==> src/rtl/bmp_crop_scale_if.sv <==
// Memory-side bus of the crop/decimate engine: a read port towards the
// source frame buffer and a write port towards the output BMP buffer.
interface bmp_crop_scale_if #(
    parameter int ADDR_W = 32,
    parameter int DATA_W = 16
);
    logic [ADDR_W-1:0] readAddr;
    logic              rden;
    logic [DATA_W-1:0] readdata;
    logic [ADDR_W-1:0] writeAddr;
    logic [DATA_W-1:0] wrdata;
    logic              wren;

    modport master (
        output readAddr, rden, writeAddr, wrdata, wren,
        input  readdata
    );

    modport slave (
        input  readAddr, rden, writeAddr, wrdata, wren,
        output readdata
    );
endinterface

==> src/rtl/bmp_crop_scale.sv <==
// Crop-and-decimate engine for bottom-up BMP pixel arrays. Reads the
// requested window byte by byte, keeps every s-th pixel in both directions,
// and writes the result in BMP file order with 4-byte row padding.
module bmp_crop_scale #(
    parameter int WIDTH     = 100,
    parameter int HEIGHT    = 100,
    parameter int BPP       = 3,
    parameter int HDR_BYTES = 54,
    parameter int RD_LAT    = 1,
    parameter int ADDR_W    = 32,
    parameter int DATA_W    = 16
) (
    input  logic             clk,
    input  logic             rst_n,
    input  logic             start,
    output logic             done,
    output logic             busy,
    output logic             err,
    input  logic [10:0]      xMin,
    input  logic [10:0]      xMax,
    input  logic [10:0]      yMin,
    input  logic [10:0]      yMax,
    input  logic [1:0]       scaleLog2,
    bmp_crop_scale_if.master mem,
    output logic [10:0]      outW,
    output logic [10:0]      outH
);
    localparam logic [ADDR_W-1:0] STRIDE    = ADDR_W'(((WIDTH * BPP + 3) / 4) * 4);
    localparam logic [ADDR_W-1:0] HDR       = ADDR_W'(HDR_BYTES);
    localparam logic [ADDR_W-1:0] BPP_A     = ADDR_W'(BPP);
    localparam logic [ADDR_W-1:0] HM1       = ADDR_W'(HEIGHT - 1);
    localparam logic [31:0]       W_LIM     = 32'(WIDTH);
    localparam logic [31:0]       H_LIM     = 32'(HEIGHT);
    localparam logic [1:0]        LAST_C    = 2'(BPP - 1);
    localparam int                WCW       = (RD_LAT > 2) ? $clog2(RD_LAT) : 1;
    localparam logic [WCW-1:0]    WAIT_INIT = WCW'((RD_LAT > 1) ? RD_LAT - 2 : 0);

    typedef enum logic [2:0] {
        S_IDLE, S_SETUP, S_READ, S_WAIT, S_WRITE, S_PAD, S_DONE
    } state_t;

    state_t            state, state_n;
    logic [10:0]       xmin_q, xmax_q, ymin_q, ymax_q;
    logic [10:0]       xmin_n, xmax_n, ymin_n, ymax_n;
    logic [1:0]        sl_q, sl_n;
    logic [10:0]       x_q, y_q, x_n, y_n;
    logic [1:0]        c_q, c_n;
    logic [WCW-1:0]    wcnt_q, wcnt_n;
    logic [1:0]        pcnt_q, pcnt_n, pad_q, pad_n;
    logic [10:0]       ow_q, oh_q, ow_n, oh_n;
    logic              err_q, err_n;
    logic [ADDR_W-1:0] raddr_q, waddr_q, waddr_n;
    logic [10:0]       dx, dy;
    logic [11:0]       s;
    logic              row_end;

    function automatic logic [ADDR_W-1:0] src_addr(input logic [10:0] yy,
                                                   input logic [10:0] xx,
                                                   input logic [1:0]  cc);
        src_addr = HDR + (HM1 - ADDR_W'(yy)) * STRIDE + ADDR_W'(xx) * BPP_A + ADDR_W'(cc);
    endfunction

    // State register.
    always_ff @(posedge clk or negedge rst_n) begin
        if (!rst_n) state <= S_IDLE;
        else        state <= state_n;
    end

    // Next-state logic plus next values of the window walk.
    always_comb begin
        state_n = state;
        xmin_n  = xmin_q;
        xmax_n  = xmax_q;
        ymin_n  = ymin_q;
        ymax_n  = ymax_q;
        sl_n    = sl_q;
        x_n     = x_q;
        y_n     = y_q;
        c_n     = c_q;
        wcnt_n  = wcnt_q;
        pcnt_n  = pcnt_q;
        pad_n   = pad_q;
        ow_n    = ow_q;
        oh_n    = oh_q;
        err_n   = err_q;
        waddr_n = waddr_q;
        row_end = 1'b0;
        s       = 12'd1 << sl_q;
        dx      = xmax_q - xmin_q;
        dy      = ymax_q - ymin_q;
        case (state)
            S_IDLE, S_DONE: begin
                if (start) begin
                    xmin_n  = xMin;
                    xmax_n  = xMax;
                    ymin_n  = yMin;
                    ymax_n  = yMax;
                    sl_n    = scaleLog2;
                    state_n = S_SETUP;
                end
            end
            S_SETUP: begin
                if (!(xmin_q <= xmax_q && 32'(xmax_q) < W_LIM &&
                      ymin_q <= ymax_q && 32'(ymax_q) < H_LIM)) begin
                    err_n   = 1'b1;
                    ow_n    = '0;
                    oh_n    = '0;
                    state_n = S_DONE;
                end else begin
                    err_n   = 1'b0;
                    ow_n    = (dx >> sl_q) + 11'd1;
                    oh_n    = (dy >> sl_q) + 11'd1;
                    pad_n   = 2'd0 - 2'(ow_n[1:0] * 2'(BPP));
                    // Topmost sampled row is the last one in file order.
                    y_n     = ymin_q + ((dy >> sl_q) << sl_q);
                    x_n     = xmin_q;
                    c_n     = '0;
                    waddr_n = HDR;
                    state_n = S_READ;
                end
            end
            S_READ: begin
                wcnt_n  = WAIT_INIT;
                state_n = (RD_LAT > 1) ? S_WAIT : S_WRITE;
            end
            S_WAIT: begin
                if (wcnt_q == '0) state_n = S_WRITE;
                else              wcnt_n  = wcnt_q - WCW'(1);
            end
            S_WRITE: begin
                waddr_n = waddr_q + ADDR_W'(1);
                if (c_q != LAST_C) begin
                    c_n     = c_q + 2'd1;
                    state_n = S_READ;
                end else if ({1'b0, x_q} + s <= {1'b0, xmax_q}) begin
                    x_n     = x_q + s[10:0];
                    c_n     = '0;
                    state_n = S_READ;
                end else if (pad_q != '0) begin
                    pcnt_n  = pad_q - 2'd1;
                    state_n = S_PAD;
                end else begin
                    row_end = 1'b1;
                end
            end
            S_PAD: begin
                waddr_n = waddr_q + ADDR_W'(1);
                if (pcnt_q == '0) row_end = 1'b1;
                else              pcnt_n  = pcnt_q - 2'd1;
            end
            default: state_n = S_IDLE;
        endcase
        if (row_end) begin
            if (y_q > ymin_q) begin
                y_n     = y_q - s[10:0];
                x_n     = xmin_q;
                c_n     = '0;
                state_n = S_READ;
            end else begin
                state_n = S_DONE;
            end
        end
    end

    // Datapath registers; the read address is computed ahead of each READ.
    always_ff @(posedge clk or negedge rst_n) begin
        if (!rst_n) begin
            xmin_q  <= '0;
            xmax_q  <= '0;
            ymin_q  <= '0;
            ymax_q  <= '0;
            sl_q    <= '0;
            x_q     <= '0;
            y_q     <= '0;
            c_q     <= '0;
            wcnt_q  <= '0;
            pcnt_q  <= '0;
            pad_q   <= '0;
            ow_q    <= '0;
            oh_q    <= '0;
            err_q   <= 1'b0;
            raddr_q <= '0;
            waddr_q <= HDR;
        end else begin
            xmin_q  <= xmin_n;
            xmax_q  <= xmax_n;
            ymin_q  <= ymin_n;
            ymax_q  <= ymax_n;
            sl_q    <= sl_n;
            x_q     <= x_n;
            y_q     <= y_n;
            c_q     <= c_n;
            wcnt_q  <= wcnt_n;
            pcnt_q  <= pcnt_n;
            pad_q   <= pad_n;
            ow_q    <= ow_n;
            oh_q    <= oh_n;
            err_q   <= err_n;
            waddr_q <= waddr_n;
            if (state_n == S_READ) raddr_q <= src_addr(y_n, x_n, c_n);
        end
    end

    assign busy          = state inside {S_SETUP, S_READ, S_WAIT, S_WRITE, S_PAD};
    assign done          = (state == S_DONE);
    assign err           = err_q;
    assign outW          = done ? ow_q : '0;
    assign outH          = done ? oh_q : '0;
    assign mem.readAddr  = raddr_q;
    assign mem.writeAddr = waddr_q;
    assign mem.rden      = (state == S_READ);
    assign mem.wren      = (state == S_WRITE) || (state == S_PAD);
    assign mem.wrdata    = (state == S_WRITE) ? DATA_W'(mem.readdata[7:0]) : '0;

    if (DATA_W > 8) begin : g_rd_hi
        logic unused_rd_hi;
        assign unused_rd_hi = ^mem.readdata[DATA_W-1:8];
    end
endmodule

==> src/flat_wrapper.sv <==
// flat-port wrapper written by rule: the top's interface ports become plain ports
module bmp_crop_scale_flat 
#(
    parameter int WIDTH     = 100,
    parameter int HEIGHT    = 100,
    parameter int BPP       = 3,
    parameter int HDR_BYTES = 54,
    parameter int RD_LAT    = 1,
    parameter int ADDR_W    = 32,
    parameter int DATA_W    = 16
)
  (clk, rst_n, start, done, busy, err, xMin, xMax, yMin, yMax, scaleLog2, outW, outH, mem_readAddr, mem_rden, mem_writeAddr, mem_wrdata, mem_wren, mem_readdata);
  bmp_crop_scale_if #(.ADDR_W(ADDR_W), .DATA_W(DATA_W)) mem_i ();
  input  logic clk;
  input  logic rst_n;
  input  logic start;
  output logic done;
  output logic busy;
  output logic err;
  input  logic [10:0] xMin;
  input  logic [10:0] xMax;
  input  logic [10:0] yMin;
  input  logic [10:0] yMax;
  input  logic [1:0] scaleLog2;
  output logic [10:0] outW;
  output logic [10:0] outH;
  output wire logic [$bits(mem_i.readAddr)-1:0] mem_readAddr;
  output wire logic [$bits(mem_i.rden)-1:0] mem_rden;
  output wire logic [$bits(mem_i.writeAddr)-1:0] mem_writeAddr;
  output wire logic [$bits(mem_i.wrdata)-1:0] mem_wrdata;
  output wire logic [$bits(mem_i.wren)-1:0] mem_wren;
  input wire logic [$bits(mem_i.readdata)-1:0] mem_readdata;
  assign mem_readAddr = mem_i.readAddr;
  assign mem_rden = mem_i.rden;
  assign mem_writeAddr = mem_i.writeAddr;
  assign mem_wrdata = mem_i.wrdata;
  assign mem_wren = mem_i.wren;
  assign mem_i.readdata = mem_readdata;
  bmp_crop_scale #(.WIDTH(WIDTH), .HEIGHT(HEIGHT), .BPP(BPP), .HDR_BYTES(HDR_BYTES), .RD_LAT(RD_LAT), .ADDR_W(ADDR_W), .DATA_W(DATA_W)) u_core (.clk(clk), .rst_n(rst_n), .start(start), .done(done), .busy(busy), .err(err), .xMin(xMin), .xMax(xMax), .yMin(yMin), .yMax(yMax), .scaleLog2(scaleLog2), .mem(mem_i), .outW(outW), .outH(outH));
endmodule
==> config.mk <==
export PLATFORM = sky130hd
export DESIGN_NAME = bmp_crop_scale_flat
export DESIGN_NICKNAME = d
export VERILOG_FILES = /design/src/rtl/bmp_crop_scale_if.sv /design/src/rtl/bmp_crop_scale.sv /design/src/flat_wrapper.sv
export SDC_FILE = /design/constraint.sdc
export NUM_CORES = 1
export LEC_CHECK = 0
export CAP_MARGIN = 20
export CORE_MARGIN = 5
export CORE_UTILIZATION = 35
export CTS_CLUSTER_SIZE = 20
export DETAILED_ROUTE_END_ITERATION = 10
export PLACE_DENSITY = 0.62
export RECOVER_POWER = 25
export SYNTH_ARGS = -nofsm -noshare
export SYNTH_HDL_FRONTEND = slang
export SYNTH_SLANG_ARGS = --single-unit
==> constraint.sdc <==
create_clock -name clk -period 13.9 [get_ports clk]
set_input_delay 2.78 -clock clk [delete_from_list [all_inputs] [get_ports clk]]
set_output_delay 2.78 -clock clk [all_outputs]
set_load 0.01 [all_outputs]
==> results.cfg <==
[worst_hold_path]
hp-start = u_core.oh_q[8]
hold_class = flip-flop to flip-flop

[cts]
cts_resized = 0
cts_buffers = 17
cts.clk_slew.worst_paths_ns = 0.07
cts_root_buffer = clkbuf_16
cts_tree = built
htree_levels = 4
clock_sinks = 164
clock_path_buffers = 2
cts.hold.buffers_added = 0
postCtsSetupRepairBufs = 0
clkLatencyLatePin_ns = 0.46

[logic_synthesis]
synth.avg_cell_area_um2 = 8.55
ys_seq_area_share_pct = 30.0
netlist_instances = 1601
synth_edf_count = 0
synthArstFlopShare_pct = 100
yosys_warnings = 0
synth_area_um2 = 13700
synth-main-ff-cell = dfrtp_1
synthDistinctLibCells = 89
ys_ff_latch = 164

[placement]
gp_congestion = 0.899
dp_hpwl_um = 29500
dpl_cell_area_um2 = 15800
io_buffers = 155

[sta]
slew_violations = 128
rsz0062_at_grt = no
relSlewSlack_pct = -249
fin_crit_sh_pct = 86.2
hold_viol_final = 0
max_freq_ghz = 0.0835
finalClockSkew_ns = 0.0164
setup_viol = 0
setup_tns_ns = 0
worst_pin_slew_ns = 5.24
period_needed_ns = 11.98

[route]
vias_per_cell = 5.16
wl_per_cell_um = 16.8
finalWirelength_um = 38100
dr.first_iter.drc_count = 540
vias = 11700
drtAntennaViolNets = 0
firstDrtPassIters = 5
drc = 0

[setup_path]
r2r-start = u_core.sl_q[0]
critPathTopFamily = compound AO/OA/AOI/OAI gates
path_buf_inv = 6
worstSetupStartpointType = flip-flop
crit_start = u_core.sl_q[0]
rrSetupSlack_ns = 1.92
worst_ep_required_time_ns = 14.28
critPathKind = flip-flop to flip-flop
critPathMostFrequentCell = ha_1
endpoint_kind = flip-flop
crit_fanout = 32
arrival_ns = 12.36
slowest_delay_ns = 0.89
crit_slowest_cell = dfrtp_1

[die]
ios = 172
die_w_um = 208
die-area_um2 = 43200
num_rows = 72
start_util_pct = 35.4
die_y_um = 208
core_area_um2 = 38600

[global_routing]
antenna_found_initial = 0
grt_pass1_wl_um = 62800
grt_pass1_vias = 11900
grt_max_degree = 90
grt-ovfl-total = 0
track_usage_pct = 17.6

[run]
drv_cap = 2

[cells_and_area]
fin_area_um2 = 16300
final_common_cell = nand2_1
drive_gt1_share_pct = 5.32
nNetsFinal = 1973
layout_common_cells = nand2_1, inv_1, dfrtp_1
diodes = 0
areaGrowthSynthToFinish_pct = 19.4

[run_status]
outcome = finished with violations
violations = max-capacitance violations, max-slew violations
## final cells by class
| cell class | count | area, um^2 |
|---|---|---|
| fill | 3822 | 22300 |
| multi-input combinational | 1220 | 8750 |
| sequential | 164 | 4110 |
| timing repair buffer | 168 | 1640 |
| tap | 518 | 648 |
| inverter | 165 | 619 |
| clock buffer | 18 | 439 |
| clock inverter | 14 | 146 |
## metal layers
metal | track usage [%] | vias to the layer above | routed length [um]
met5 | 0 | - | 0
met4 | 5.62 | 0 | 1130
met3 | 3.42 | 65 | 1630
met2 | 28.5 | 253 | 17600
met1 | 23.8 | 5574 | 17800
li1 | - | 5815 | -
## registers in the layout, summed over array words and instances, names as in the netlist, 2 cells and up
| register | cells |
|---|---|
| u_core.mem.readAddr | 32 |
| u_core.mem.writeAddr | 32 |
| u_core.oh_q | 11 |
| u_core.ow_q | 11 |
| u_core.x_q | 11 |
| u_core.xmax_q | 11 |
| u_core.xmin_q | 11 |
| u_core.y_q | 11 |
| u_core.ymax_q | 11 |
| u_core.ymin_q | 11 |
| u_core.state | 3 |
| u_core.c_q | 2 |
| u_core.pad_q | 2 |
| u_core.pcnt_q | 2 |
| u_core.sl_q | 2 |
## synth_stat cells, types with 5 or more instances
cell type | n | area share [%]
a211oi_1 | 11 | 0.60
a21boi_0 | 8 | 0.44
a21o_1 | 24 | 1.3
a21oi_1 | 82 | 3.0
a22oi_1 | 8 | 0.44
a31oi_1 | 12 | 0.55
and2_1 | 31 | 1.4
and3_1 | 28 | 1.3
buf_4 | 9 | 0.49
clkbuf_1 | 46 | 1.3
dfrtp_1 | 160 | 29
fa_1 | 35 | 5.1
ha_1 | 137 | 13
inv_1 | 162 | 4.4
mux2_2 | 16 | 1.3
mux2i_1 | 20 | 1.5
nand2_1 | 177 | 4.9
nand2b_1 | 10 | 0.46
nand3_1 | 46 | 1.7
nand4_1 | 12 | 0.55
nor2_1 | 105 | 2.9
nor2b_1 | 13 | 0.59
nor3_1 | 30 | 1.1
nor4_1 | 9 | 0.41
o211ai_1 | 7 | 0.38
o21a_1 | 16 | 0.88
o21ai_0 | 154 | 5.6
o21bai_1 | 7 | 0.38
o311ai_0 | 5 | 0.32
o31a_1 | 5 | 0.32
o31ai_1 | 12 | 0.66
or3_1 | 8 | 0.37
xnor2_1 | 66 | 4.2
xor2_1 | 38 | 2.4
## path summary, 6_finish.rpt
| path | end | cells past startpoint |
|---|---|---|
| worst max-delay path | u_core.mem.readAddr[31] | 44 |
| worst min-delay path | u_core.oh_q[8] | 2 |
| worst max register to register | u_core.mem.readAddr[31] | 44 |
| worst min register to register | u_core.oh_q[8] | 2 |
| max in group asynchronous | u_core.oh_q[0] | 2 |
| min in group asynchronous | u_core.ymax_q[1] | 1 |
## metrics by stage
step | worst slack, ns | instances | utilization (%) | hold slack, ns
floorplan | 2.64 | 1608 | - | 0.440
global placement | 2.28 | 2235 | 40.8 | 0.458
detailed placement | 2.00 | 2235 | 40.8 | 0.462
CTS | 1.96 | 2267 | 42.4 | 0.477
global route | 1.04 | 2267 | 42.3 | 0.502
finish | 1.92 | 2267 | 42.3 | 0.473
## cell families after synthesis
logic type | after synthesis | share of synthesized area [%]
adder cells (fa/ha/maj) | 172 | 17.6
XOR/XNOR | 105 | 6.83
multiplexers | 41 | 3.55
buffers and inverters | 224 | 6.42
other | 1 | 0.0274
AND/OR/NAND/NOR | 496 | 17.3
flip-flops | 164 | 30.0
AO/OA/AOI/OAI | 398 | 18.3
## worst register-to-register path, delay by kind of cell, from the launching register on
| family | cells | cell delay, ns |
|---|---|---|
| simple gates | 9 | 2.36 |
| flops | 1 | 0.89 |
| compound gates | 19 | 4.39 |
| xor+xnor | 2 | 0.54 |
| fa+ha+maj | 8 | 3.02 |
| buf+inv | 6 | 0.73 |
Power is not shown: default switching activity piles up to over one toggle a cycle in this logic, so the estimate is an artifact.
